[config.mk]
export PLATFORM = sky130hd
export DESIGN_NAME = uart_tx_fifo_flat
export DESIGN_NICKNAME = d
export VERILOG_FILES = /design/src/rtl/uart_tx_fifo_if.sv /design/src/rtl/uart_tx_fifo.sv /design/src/flat_wrapper.sv
export SDC_FILE = /design/constraint.sdc
export NUM_CORES = 1
export LEC_CHECK = 0
export CORE_AREA = 2 2 122 124
export DETAILED_ROUTE_END_ITERATION = 8
export DIE_AREA = 0 0 124 126
export GPL_TIMING_DRIVEN = 0
export PLACE_DENSITY = 0.69
export SLEW_MARGIN = 20
export SYNTH_ARGS = -nofsm -noshare
export SYNTH_HDL_FRONTEND = slang
export SYNTH_SLANG_ARGS = --single-unit
export TNS_END_PERCENT = 5
[constraint.sdc]
create_clock -name clk_i -period 2.8 [get_ports clk_i]
set_clock_uncertainty 0.05 [all_clocks]
set_input_delay 0.56 -clock clk_i [delete_from_list [all_inputs] [get_ports clk_i]]
set_output_delay 0.56 -clock clk_i [all_outputs]
set_load 0.1 [all_outputs]
[src/rtl/uart_tx_fifo_if.sv]
// uart_tx_fifo_if: CPU-side write and status bundle for uart_tx_fifo.
// master drives write_i/val_i; slave returns full/empty/level/overflow/busy.
interface uart_tx_fifo_if #(
   parameter int DEPTH     = 16,
   parameter int DATA_BITS = 8
);
   localparam int LW = $clog2(DEPTH + 1);

   logic                 write_i;
   logic [DATA_BITS-1:0] val_i;
   logic                 full_o;
   logic                 empty_o;
   logic [LW-1:0]        level_o;
   logic                 overflow_o;
   logic                 busy_o;

   modport master (
      output write_i, val_i,
      input  full_o, empty_o, level_o, overflow_o, busy_o
   );

   modport slave (
      input  write_i, val_i,
      output full_o, empty_o, level_o, overflow_o, busy_o
   );
endinterface

[src/rtl/uart_tx_fifo.sv]
// uart_tx_fifo: FIFO-buffered UART transmitter, start/data(LSB first)/stop.
// Ports: clk_i, rst_i (sync, high), bus (write/status bundle), uart_tx_o.
module uart_tx_fifo #(
   parameter int FREQ      = 27000000,
   parameter int BAUD      = 115200,
   parameter int DEPTH     = 16,
   parameter int DATA_BITS = 8,
   parameter int STOP_BITS = 1
) (
   input  logic          clk_i,
   input  logic          rst_i,
   uart_tx_fifo_if.slave bus,
   output logic          uart_tx_o
);
   localparam int DIV = FREQ / BAUD;
   localparam int CW  = (DIV > 1) ? $clog2(DIV) : 1;
   localparam int PW  = (DEPTH > 1) ? $clog2(DEPTH) : 1;
   localparam int LW  = $clog2(DEPTH + 1);

   localparam logic [CW-1:0] CNT_LAST = CW'(DIV - 1);
   localparam logic [3:0]    DB_LAST  = 4'(DATA_BITS - 1);
   localparam logic [3:0]    SB_LAST  = 4'(STOP_BITS - 1);
   localparam logic [LW-1:0] LVL_FULL = LW'(DEPTH);

   typedef enum logic [1:0] {
      IDLE,
      START,
      DATA,
      STOP
   } state_t;

   logic [DATA_BITS-1:0] mem [DEPTH];
   logic [PW-1:0]        wr_ptr;
   logic [PW-1:0]        rd_ptr;
   logic [LW-1:0]        level;
   logic                 ovf_q;

   state_t               state;
   logic [CW-1:0]        cnt;
   logic [3:0]           bit_idx;
   logic [DATA_BITS-1:0] shreg;
   logic                 tx_q;
   logic                 busy_q;

   logic full;
   logic empty;
   logic cnt_end;
   logic pop;
   logic push;

   assign full    = (level == LVL_FULL);
   assign empty   = (level == '0);
   assign cnt_end = (cnt == CNT_LAST);

   // Pop when idle, or on the very last cycle of the last stop bit so
   // the next frame starts with no idle gap.
   always_comb begin
      pop = 1'b0;
      unique case (state)
         IDLE:  pop = !empty;
         START: pop = 1'b0;
         DATA:  pop = 1'b0;
         STOP:  pop = cnt_end && (bit_idx == SB_LAST) && !empty;
      endcase
   end

   // A pop in the same cycle frees a slot, so a write to a full FIFO
   // is still accepted then.
   assign push = bus.write_i && (!full || pop);

   always_ff @(posedge clk_i) begin
      if (push) begin
         mem[wr_ptr] <= bus.val_i;
      end
   end

   always_ff @(posedge clk_i) begin
      if (rst_i) begin
         wr_ptr <= '0;
         rd_ptr <= '0;
         level  <= '0;
         ovf_q  <= 1'b0;
      end else begin
         ovf_q <= bus.write_i && full && !pop;
         if (push) begin
            wr_ptr <= wr_ptr + PW'(1);
         end
         if (pop) begin
            rd_ptr <= rd_ptr + PW'(1);
         end
         if (push && !pop) begin
            level <= level + LW'(1);
         end else if (pop && !push) begin
            level <= level - LW'(1);
         end
      end
   end

   // The line register follows the state one cycle later; the shift at
   // a bit boundary therefore never touches the bit on the wire.
   always_ff @(posedge clk_i) begin
      if (rst_i) begin
         state   <= IDLE;
         cnt     <= '0;
         bit_idx <= '0;
         shreg   <= '0;
         tx_q    <= 1'b1;
         busy_q  <= 1'b0;
      end else begin
         unique case (state)
            IDLE: begin
               tx_q    <= 1'b1;
               cnt     <= '0;
               bit_idx <= '0;
               if (!empty) begin
                  shreg  <= mem[rd_ptr];
                  state  <= START;
                  busy_q <= 1'b1;
               end
            end
            START: begin
               tx_q <= 1'b0;
               if (cnt_end) begin
                  cnt     <= '0;
                  bit_idx <= '0;
                  state   <= DATA;
               end else begin
                  cnt <= cnt + CW'(1);
               end
            end
            DATA: begin
               tx_q <= shreg[0];
               if (cnt_end) begin
                  cnt   <= '0;
                  shreg <= shreg >> 1;
                  if (bit_idx == DB_LAST) begin
                     bit_idx <= '0;
                     state   <= STOP;
                  end else begin
                     bit_idx <= bit_idx + 4'd1;
                  end
               end else begin
                  cnt <= cnt + CW'(1);
               end
            end
            STOP: begin
               tx_q <= 1'b1;
               if (cnt_end) begin
                  cnt <= '0;
                  if (bit_idx == SB_LAST) begin
                     bit_idx <= '0;
                     if (!empty) begin
                        shreg <= mem[rd_ptr];
                        state <= START;
                     end else begin
                        state  <= IDLE;
                        busy_q <= 1'b0;
                     end
                  end else begin
                     bit_idx <= bit_idx + 4'd1;
                  end
               end else begin
                  cnt <= cnt + CW'(1);
               end
            end
         endcase
      end
   end

   assign uart_tx_o      = tx_q;
   assign bus.busy_o     = busy_q;
   assign bus.full_o     = full;
   assign bus.empty_o    = empty;
   assign bus.level_o    = level;
   assign bus.overflow_o = ovf_q;
endmodule
[src/flat_wrapper.sv]
// flat-port wrapper written by rule: the top's interface ports become plain ports
module uart_tx_fifo_flat 
#(
   parameter int FREQ      = 27000000,
   parameter int BAUD      = 115200,
   parameter int DEPTH     = 16,
   parameter int DATA_BITS = 8,
   parameter int STOP_BITS = 1
)
  (clk_i, rst_i, uart_tx_o, bus_write_i, bus_val_i, bus_full_o, bus_empty_o, bus_level_o, bus_overflow_o, bus_busy_o);
  uart_tx_fifo_if #(.DEPTH(DEPTH), .DATA_BITS(DATA_BITS)) bus_i ();
  input  logic clk_i;
  input  logic rst_i;
  output logic uart_tx_o;
  input wire logic [$bits(bus_i.write_i)-1:0] bus_write_i;
  input wire logic [$bits(bus_i.val_i)-1:0] bus_val_i;
  output wire logic [$bits(bus_i.full_o)-1:0] bus_full_o;
  output wire logic [$bits(bus_i.empty_o)-1:0] bus_empty_o;
  output wire logic [$bits(bus_i.level_o)-1:0] bus_level_o;
  output wire logic [$bits(bus_i.overflow_o)-1:0] bus_overflow_o;
  output wire logic [$bits(bus_i.busy_o)-1:0] bus_busy_o;
  assign bus_i.write_i = bus_write_i;
  assign bus_i.val_i = bus_val_i;
  assign bus_full_o = bus_i.full_o;
  assign bus_empty_o = bus_i.empty_o;
  assign bus_level_o = bus_i.level_o;
  assign bus_overflow_o = bus_i.overflow_o;
  assign bus_busy_o = bus_i.busy_o;
  uart_tx_fifo #(.FREQ(FREQ), .BAUD(BAUD), .DEPTH(DEPTH), .DATA_BITS(DATA_BITS), .STOP_BITS(STOP_BITS)) u_core (.clk_i(clk_i), .rst_i(rst_i), .bus(bus_i), .uart_tx_o(uart_tx_o));
endmodule
==> impl_metrics.csv, run 1 <==
group,metric,value,unit
status,status,"finished, violations left",
status,violations,"setup timing",
global_routing,grtUsageTotal,19.27,%
yosys,yosys.cell_types.count,52,
floorplan,ioPinCount,21,
worst_setup_path,critical_path_class,"reg -> reg",
yosys,ys_warn_count,0,
sta,slew_headroom,34.92,%
worst_setup_path,critPathMaxStageDelay,0.43,ns
global_routing,grt_max_degree,17,
drt,drt_iter0_markers,406,
global_routing,grt_first_pass_wirelength,21900,um
clocking,cts_buffers,17,
yosys,synth_adder_area_share,3.469,%
yosys,synthXorXnorAreaFrac,1.858,%
clocking,clk_pin_slew_worst_paths,0.06,ns
global_routing,grt_pass1_vias,3992,
yosys,synth.avg_cell_area,15.44,sq um
worst_setup_path,cp_slowest_cell,"nor4_4",
clocking,ctsHtreeMaxLevel,4,
clocking,clock_sinks,170,
drt,route.detailed.drc,0,
layout,multi_input_comb_area,0.002360,sq mm
yosys,synthesis.area,0.007069,sq mm
layout,diodes,0,
yosys,synth_edf_count,128,
yosys,muxShareOfSynthArea,10.90,%
worst_setup_path,crit_fanout,5,
layout,seq_area,0.004718,sq mm
yosys,synth_top_cell_by_area,"edfxtp_1",
sta,setup_violations,1,
yosys,synth-main-ff-cell,"edfxtp_1",
sta,worst_pin_slew,0.9731,ns
place,place_area,0.007610,sq mm
yosys,synth-simple-area-share,8.885,%
floorplan,coreArea,0.01431,sq mm
clocking,cts_root_buf,"clkbuf_16",
layout,final_cells,712,
worst_setup_path,path_common_cell,"a21oi_2",
place,gp_congestion,0.8303,
yosys,synthCells,458,
pwr,power.density,967.4,mW/mm^2
global_routing,grt_overflow,0,
drt,wl,13780,um
clocking,cts_tree,"yes",
worst_setup_path,worstPathRequired,3.09,ns
sta,rsz0062_at_grt,"yes",
sta,fin_ws,-0.1264,ns
yosys,synth_top_family_by_area,"multiplexers",
clocking,clockBufferDepth,2,
yosys,synthArstFlopShare,0,%
worst_setup_path,worst-endpoint-arrival,3.22,ns
drt,wire_per_inst,19.36,um
floorplan,start_util,49.39,%
run,maxCapViolations,0,
worst_setup_path,crit_path_start_kind,"flop",
sta,period_needed,2.926,ns
yosys,yosysSeqAreaShare,66.27,%
drt,vias_per_cell,5.728,
layout,finalInstanceArea,0.008398,sq mm
floorplan,dieHeight,126,um
layout,final_common_cell,"edfxtp_1",
floorplan,dieWidth,124,um
yosys,syn_nets,488,
drt,vias,4078,
layout,nets,545,
hold_path,hold_path.class,"reg -> reg",
layout,fillers,1104,
sta,max_freq,0.3417,GHz
layout,synthToLayoutAreaGrowth,18.80,%
yosys,synth-compound-area-share,6.053,%
global_routing,antenna_found_initial,0,
floorplan,die_area,0.01562,sq mm
floorplan,rows,44,
drt,dr.pass1.iters,5,
drt,drtAntennaViolNets,0,
yosys,ys_ff_latch,170,
sta,slew_viol_final,0,
yosys,synth_top_cell_area_share,54.37,%
sta,period_share,104.5,%
pwr,p_leak,2.800,nW
sta,final_hold_viol_count,0,
place,dp_cells,664,
place,hpwl,9091,um
yosys,synth_area_leaders,"edfxtp_1 (54%), dfxtp_1 (12%), mux4_2 (10%)",
pwr,ir_worst_vdd,0.5152,mV
clocking,clkLatencyLatePin,0.42,ns
layout,drive_above_1_share,27.65,%
worst_setup_path,cp_cell_sequence,"nor4_4 > nand2_2 > clkinvlp_4 > nor2_4 > inv_2 > ha_4 > inv_6 > fa_2 > a21o_1 > a21oi_2 > xnor2_2 > or3_4 > a21oi_2",
worst_setup_path,critPathCaptureType,"flop",
layout,mostFrequentLayoutCells,"edfxtp_1 (128), nor2_1 (35), mux4_2 (32)",
pwr,power.total,8.124,mW
place,place.port_buffers,20,
==> sequential cells by signal, summed over array words and instances, names as in the netlist, named ones only <==
register               flops
u_core.bus.busy_o          1
u_core.mem               128
u_core.bus.level_o         5
u_core.bit_idx             4
u_core.uart_tx_o           1
u_core.state               2
u_core.wr_ptr              4
u_core.cnt                 8
u_core.bus.overflow_o      1
u_core.rd_ptr              4
u_core.shreg               8
==> what timing repair did <==
action | 4_1_cts | 5_1_grt
hold buffers | 0 | 0
resized for setup | 21 | 23
endpoints found under the setup margin | 6 | 2
hold endpoints to repair | 0 | 0
buffers inserted | 5 | 12
pin swaps | 7 | 14
==> worst max-delay path: cells and delay by family, from the launching register on <==
kind	cells	cell delay, ns
AND/OR/NAND/NOR	4	1.03
adder cells (fa/ha/maj)	2	0.52
AO/OA/AOI/OAI	3	0.52
XOR/XNOR	1	0.11
buffers and inverters	3	0.25
flip-flops	1	0.37
==> metrics by stage <==
| step | hold slack, ns | TNS (ns) | setup WS [ns] | utilization, % |
|---|---|---|---|---|
| 3_3_place_gp | 0.4124 | -16.91 | -0.7895 | 52.90 |
| 4_1_cts | 0.3989 | -0.06804 | -0.06804 | 57.71 |
| 5_1_grt | 0.4295 | -0.2201 | -0.2201 | 58.67 |
| 3_5_place_dp | 0.4213 | -0.7931 | -0.4336 | 53.16 |
| 2_1_floorplan | 0.3912 | -0.1476 | -0.1476 | - |
| 6_report | 0.4084 | -0.1264 | -0.1264 | 58.67 |
==> logic make-up after synthesis <==
logic type	Yosys count
AOI/OAI and AO/OA	62
xor gates and xnor gates	15
buffers and inverters	38
adders and majority gates	19
and+or+nand+nor	117
DFF	170
muxes	37
==> cell usage after synthesis, types with 7 or more instances <==
master,count
edfxtp_1,128
dfxtp_1,42
nor2_1,36
mux4_2,32
a21oi_1,22
ha_1,18
nor3_1,14
o22ai_1,14
inv_1,13
nand3_1,13
nand2_1,11
clkbuf_1,10
xnor2_1,10
and3_1,7
buf_2,7
==> layer usage <==
layer,vias to the layer above,share of wire [%],global-route usage [%]
met5,-,0,0
met4,0,1.4,6.213
met3,18,5.6,4.755
met2,119,49,30.28
met1,2060,44,26.62
li1,1881,-,-
==> final cells by class <==
type,instances,share of cell area (%)
sequential,170,56.18
multi-input combinational,250,28.10
clock buffer,19,5.155
timing repair buffer,39,3.978
tap,184,2.741
buffer,23,1.624
clock inverter,13,1.430
inverter,14,0.7896
==> worst paths after layout <==
check	to	cells after the start	from	slack [ns]
max	u_core.bus.level_o[4]	13	u_core.bus.level_o[0]	-0.13
min	u_core.cnt[0]	1	u_core.cnt[0]	0.41
max reg2reg	u_core.bus.level_o[4]	13	u_core.bus.level_o[0]	-0.13
min reg2reg	u_core.cnt[0]	1	u_core.cnt[0]	0.41
==> power by group <==
group / switching [mW] / internal [mW]
clock network: 0.960 / 1.23
registers: 0.143 / 2.91
logic: 1.64 / 1.24
total: 2.74 / 5.38
Note: power is estimated with default switching activity, not from simulation.
==> inputs of run 2 (changes only) <==
--- a/config.mk
+++ b/config.mk
@@ -14,4 +14,3 @@
 export SYNTH_ARGS = -nofsm -noshare
 export SYNTH_HDL_FRONTEND = slang
 export SYNTH_SLANG_ARGS = --single-unit
-export TNS_END_PERCENT = 5
==> run 2 against run 1 <==
  * The run still ends with setup timing left
  * Clock power is essentially flat
  * Final area is 0.30% lower
  * Clock-buffer cell count did not move
  * Sequential share of layout area is 0.078 points higher
  * Utilization down 0.17 points
  * Flip-flop and latch count unchanged
  * Register-to-register slack improved by 0.06 ns
  * Global-route usage up 0.087 points
  * Non-clock buffer count is the same
  * Critical path type unchanged
  * Critical endpoint unchanged
==> impl_metrics.csv, run 2 (synthesized netlist as in run 1, its figures left out) <==
group,metric,value,unit
status,status,"finished, violations left",
status,violations,"setup timing",
global_routing,grt_overflow,0,
sta,hold_ws,0.4499,ns
global_routing,grt_pass1_vias,4015,
pwr,ir_worst_vdd,0.5076,mV
sta,period_share,102.4,%
clocking,clk_pin_slew_worst_paths,0.06,ns
hold_path,hold_path.class,"reg -> reg",
place,hpwl,9091,um
floorplan,ioPinCount,21,
global_routing,antenna_found_initial,0,
sta,rsz0062_at_grt,"yes",
clocking,cts_root_buf,"clkbuf_16",
layout,fin_util,58.50,%
worst_setup_path,crit_fanout,5,
floorplan,start_util,49.39,%
clocking,clkLatencyLatePin,0.42,ns
layout,synthToLayoutAreaGrowth,18.44,%
sta,slew_viol_final,0,
clocking,hold_buffers,0,
layout,largest_register,"u_core.mem",
global_routing,top_usage_layer,"met2",
drt,wl,13820,um
drt,dr.pass1.iters,4,
floorplan,rows,44,
sta,final_hold_viol_count,0,
layout,nets,545,
floorplan,coreArea,0.01431,sq mm
sta,fin_ws,-0.06653,ns
drt,route.detailed.drc,0,
layout,largest_reg_flops,128,
layout,final_common_cell,"edfxtp_1",
global_routing,grt_max_degree,17,
place,place_area,0.007610,sq mm
pwr,p_leak,2.795,nW
sta,fin_tns_setup,-0.06653,ns
run,maxCapViolations,0,
layout,diodes,0,
drt,vias,4029,
drt,drt_iter0_markers,374,
clocking,cts_tree,"yes",
drt,drtAntennaViolNets,0,
global_routing,grt_use_met3,4.755,%
worst_setup_path,crit_path_start_kind,"flop",
floorplan,die_area,0.01562,sq mm
layout,finalInstanceArea,0.008373,sq mm
clocking,clockBufferDepth,2,
worst_setup_path,critical_path_class,"reg -> reg",
layout,fillers,1111,
sta,worst_pin_slew,0.9713,ns
global_routing,grt_first_pass_wirelength,22020,um
drt,vias_per_cell,5.659,
layout,drive_above_1_share,27.08,%
pwr,power.density,968.7,mW/mm^2
sta,max_freq,0.3489,GHz
clocking,clock_sinks,170,
global_routing,grt_use_met1,26.68,%
sta,period_needed,2.867,ns
floorplan,dieWidth,124,um
worst_setup_path,critPathCaptureType,"flop",
layout,mostFrequentLayoutCells,"edfxtp_1 (128), nor2_1 (35), mux4_2 (32)",
floorplan,dieHeight,126,um
global_routing,grt_use_met2,30.51,%
sta,setup_violations,1,
layout,top_regs,"u_core.mem (128), u_core.cnt (8), u_core.shreg (8)",
clocking,cts_buffers,17,
worst_setup_path,worstPathRequired,3.09,ns
place,gp_congestion,0.8303,
place,place.port_buffers,20,
sta,slew_headroom,35.04,%
clocking,ctsHtreeMaxLevel,4,
worst_setup_path,worst-endpoint-arrival,3.16,ns
global_routing,grtUsageTotal,19.36,%
drt,wire_per_inst,19.40,um
run 2: cell types whose count changed in the layout (fill, tap and decap cells not counted):
cell     before  now
and3b_1       1    0
and3b_2       0    1
buf_4        19   20
buf_6         5    4
dfxtp_1      29   31
dfxtp_4       7    5
ha_1         13   14
ha_4          4    3
inv_1         6    7
inv_4         2    1
run 2: final timing paths:
path	slack (ns)	cells past startpoint	startpoint	to
worst min-delay path	0.45	2	u_core.shreg[0]	u_core.shreg[0]
worst max register to register	-0.07	13	u_core.bus.level_o[0]	u_core.bus.level_o[4]
worst min register to register	0.45	2	u_core.shreg[0]	u_core.shreg[0]
worst max-delay path	-0.07	13	u_core.bus.level_o[0]	u_core.bus.level_o[4]
run 2: per-layer routing:
metal / share of wire [%] / wire length, um
met2: 50 / 6874
met1: 45 / 6239
met4: 0.69 / 95
met3: 4.4 / 607
met5: 0 / 0
run 2: final cells by class:
class | instances | area (sq um) | share of cell area, %
Tap cell | 184 | 230.2 | 2.750
Clock buffer | 19 | 432.9 | 5.170
Sequential cell | 170 | 4711 | 56.26
Clock inverter | 13 | 120.1 | 1.435
Inverter | 14 | 63.81 | 0.7621
Buffer | 22 | 125.1 | 1.494
Timing Repair Buffer | 40 | 341.6 | 4.080
Multi-Input combinational cell | 250 | 2349 | 28.05
run 2: repair_timing:
item / in CTS / in global routing
buffers inserted: 12 / 6
endpoints found under the hold margin: 0 / 0
resized for setup: 20 / 17
endpoints found under the setup margin: 6 / 2
pin swaps: 8 / 13
run 2: critical path: stages (launching register included):
cell        delay, ns
dfxtp_4          0.37
nor4_4           0.43
nand2_2          0.16
clkinvlp_4       0.14
nor2_4           0.05
inv_2            0.07
ha_4             0.15
inv_6            0.04
fa_2             0.36
a21o_1           0.20
a21oi_2          0.17
xnor2_2          0.09
or3_4            0.39
a21oi_2          0.13
run 2: power by group:
part	internal (mW)	leakage, nW	switching (mW)
clock network	1.23	0.255	0.953
registers	2.91	1.51	0.137
logic	1.24	1.03	1.64
total	5.38	2.80	2.73
run 2: per-stage QoR:
stage	cells	total power, mW	worst slack, ns
2_1_floorplan	458	5.157	-0.1476
3_3_place_gp	662	5.660	-0.7895
3_5_place_dp	664	5.719	-0.4336
4_1_cts	708	8.013	-0.04203
5_1_grt	712	8.537	-0.1818
6_report	712	8.111	-0.06653
==> inputs of run 3 (changes only) <==
--- a/config.mk
+++ b/config.mk
@@ -9,7 +9,8 @@
 export DETAILED_ROUTE_END_ITERATION = 8
 export DIE_AREA = 0 0 124 126
 export GPL_TIMING_DRIVEN = 0
-export PLACE_DENSITY = 0.69
+export PLACE_DENSITY = 0.66
+export SETUP_SLACK_MARGIN = 0.05
 export SLEW_MARGIN = 20
 export SYNTH_ARGS = -nofsm -noshare
 export SYNTH_HDL_FRONTEND = slang
==> constraint.sdc (replaced) <==
create_clock -name clk_i -period 3.3 [get_ports clk_i]
set_clock_uncertainty 0.05 [all_clocks]
set_input_delay 0.66 -clock clk_i [delete_from_list [all_inputs] [get_ports clk_i]]
set_output_delay 0.66 -clock clk_i [all_outputs]
set_load 0.1 [all_outputs]
==> run 3 against run 2 <==
  * The run now ends clean
  * Register-to-register slack better by 0.22 ns
  * Power fell by 17%
  * Die area is the same
  * Clock power shrank 11%
  * Setup slack improved by 0.22 ns
  * Final area decreased by 2.3%
  * Sequential share of layout area is 1.3 points higher
  * Clock-buffer cell count is 1 higher
  * Hold slack worse by 0.014 ns
==> impl_metrics.csv, run 3 (synthesized netlist as in run 1, its figures left out) <==
group,metric,value,unit
status,status,"complete, no violations",
layout,nets,531,
sta,final_hold_viol_count,0,
global_routing,top_usage_layer,"met2",
drt,vias,3928,
global_routing,grt_use_met3,4.891,%
global_routing,antenna_found_initial,0,
global_routing,grt_use_met1,25.87,%
global_routing,grt_use_met2,30.54,%
layout,drive_above_1_share,21.25,%
clocking,clock_sinks,170,
global_routing,grt_pass1_vias,4024,
layout,largest_register,"u_core.mem",
worst_setup_path,critPathCaptureType,"flop",
sta,max_freq,0.3179,GHz
global_routing,grtUsageTotal,19.31,%
layout,fillers,1126,
layout,seq_area,0.004706,sq mm
drt,wire_per_inst,19.77,um
clocking,cts_tree,"yes",
pwr,power_frac_seq,38.3,%
worst_setup_path,worst-endpoint-arrival,3.44,ns
layout,final_cells,697,
pwr,p_switching,2.192,mW
drt,route.detailed.drc,0,
place,hpwl,9216,um
layout,mostFrequentLayoutCells,"edfxtp_1 (128), nor2_1 (36), dfxtp_1 (35)",
global_routing,grt_max_degree,17,
sta,period_share,95.33,%
sta,hold_ws,0.4354,ns
global_routing,grt_first_pass_wirelength,21760,um
clocking,hold_buffers,0,
hold_path,whs_path_depth,1,
floorplan,die_area,0.01562,sq mm
sta,period_needed,3.146,ns
drt,dr.pass1.iters,4,
place,dp_cells,664,
floorplan,rows,44,
worst_setup_path,crit_fanout,10,
clocking,cts_buffers,17,
floorplan,dieHeight,126,um
clocking,clockBufferDepth,2,
drt,drt_iter0_markers,251,
sta,slew_headroom,35.34,%
hold_path,hold_path.class,"reg -> reg",
layout,synthToLayoutAreaGrowth,15.72,%
worst_setup_path,rr_endpoint,"u_core.bus.level_o[4]",
sta,worst_pin_slew,0.9669,ns
worst_setup_path,crit_path_start_kind,"flop",
hold_path,hold_end,"u_core.cnt[0]",
worst_setup_path,r2r_slack,0.15,ns
pwr,power.density,821.0,mW/mm^2
layout,multi_input_comb_area,0.002256,sq mm
clocking,clk_pin_slew_worst_paths,0.06,ns
drt,vias_per_cell,5.636,
floorplan,ioPinCount,21,
worst_setup_path,rr_startpoint,"u_core.cnt[1]",
hold_path,min_from,"u_core.cnt[0]",
layout,top_regs,"u_core.mem (128), u_core.cnt (8), u_core.shreg (8)",
drt,wl,13780,um
sta,rsz0062_at_grt,"yes",
drt,drtAntennaViolNets,0,
global_routing,grt_overflow,0,
pwr,ir_worst_vdd,0.4369,mV
sta,setup_violations,0,
run,maxCapViolations,0,
pwr,pwr-share-clk,29.1,%
floorplan,dieWidth,124,um
sta,slew_viol_final,0,
pwr,p_leak,2.733,nW
floorplan,coreArea,0.01431,sq mm
pwr,p_int,4.524,mW
worst_setup_path,worstPathRequired,3.60,ns
layout,diodes,0,
pwr,swShare,32.64,%
worst_setup_path,worstRegToRegCells,16,
place,dp_slack,-0.2544,ns
sta,fin_ws,0.1541,ns
clocking,clkLatencyLatePin,0.43,ns
layout,largest_reg_flops,128,
worst_setup_path,critical_path_class,"reg -> reg",
layout,final_common_cell,"edfxtp_1",
clocking,ctsHtreeMaxLevel,4,
place,gp_congestion,0.7687,
clocking,cts_root_buf,"clkbuf_16",
pwr,pwr-share-comb,32.5,%
floorplan,start_util,49.39,%
place,place.port_buffers,20,
## run 3: what timing repair did
| item | 4_1_cts | 5_1_grt |
|---|---|---|
| pin swaps | 1 | 2 |
| resized for setup | 6 | 9 |
| setup endpoints to repair | 4 | 4 |
| buffers inserted | 0 | 2 |
## run 3: worst max path at each step
stage,slack [ns],cells past startpoint,from,end
after floorplan,0.09,13,u_core.bus.level_o[0],u_core.bus.level_o[4]
after global placement,-0.37,7,u_core.bit_idx[0],u_core.mem[7][4]
after detailed placement,-0.25,16,u_core.cnt[1],u_core.bus.level_o[4]
after CTS,-0.04,16,u_core.cnt[1],u_core.bus.level_o[4]
after global routing,-0.04,16,u_core.cnt[1],u_core.bus.level_o[4]
final,0.15,16,u_core.cnt[1],u_core.bus.level_o[4]
## run 3: cell type report
| type | instances | area share (%) |
|---|---|---|
| Multi-Input combinational cell | 250 | 27.58 |
| Buffer | 24 | 1.652 |
| Timing Repair Buffer | 24 | 2.631 |
| Clock buffer | 20 | 5.338 |
| Sequential cell | 170 | 57.53 |
| Clock inverter | 11 | 1.774 |
| Tap cell | 184 | 2.814 |
| Inverter | 14 | 0.6883 |
## run 3: critical path, stage by stage (launching register included)
cell	delay, ns
dfxtp_2	0.35
inv_1	0.04
ha_1	0.16
and3b_1	0.16
buf_2	0.17
a41o_1	0.29
o21ai_4	0.19
buf_6	0.17
inv_2	0.04
ha_1	0.22
inv_2	0.10
ha_1	0.26
a21o_1	0.20
a21oi_2	0.15
xnor2_1	0.08
or3_1	0.30
a21oi_1	0.13
## run 3: metrics by stage
| stage | util (%) | instance area (sq um) | setup TNS, ns | power [mW] |
|---|---|---|---|---|
| after CTS | 56.96 | 8153 | -0.04412 | 6.763 |
| after global placement | 52.55 | 7522 | -4.795 | 4.745 |
| after floorplan | - | 7092 | 0 | 4.313 |
| after detailed placement | 52.81 | 7560 | -0.2544 | 4.800 |
| final | 57.15 | 8180 | 0 | 6.716 |
| after global routing | 57.15 | 8180 | -0.04211 | 7.068 |
## run 3: power groups by stage
stage,logic [mW],registers (mW),clock network [mW]
after floorplan,1.48,2.83,0
after global placement,2.14,2.61,0
after detailed placement,2.18,2.62,0
after CTS,2.19,2.58,2.00
after global routing,2.39,2.60,2.08
final,2.19,2.58,1.96
## run 3: per-layer routing
| metal | part of all wire, % | wire (um) |
|---|---|---|
| met1 | 45 | 6262 |
| met2 | 49 | 6809 |
| met3 | 3.1 | 423 |
| met4 | 2.0 | 282 |
| met5 | 0 | 0 |
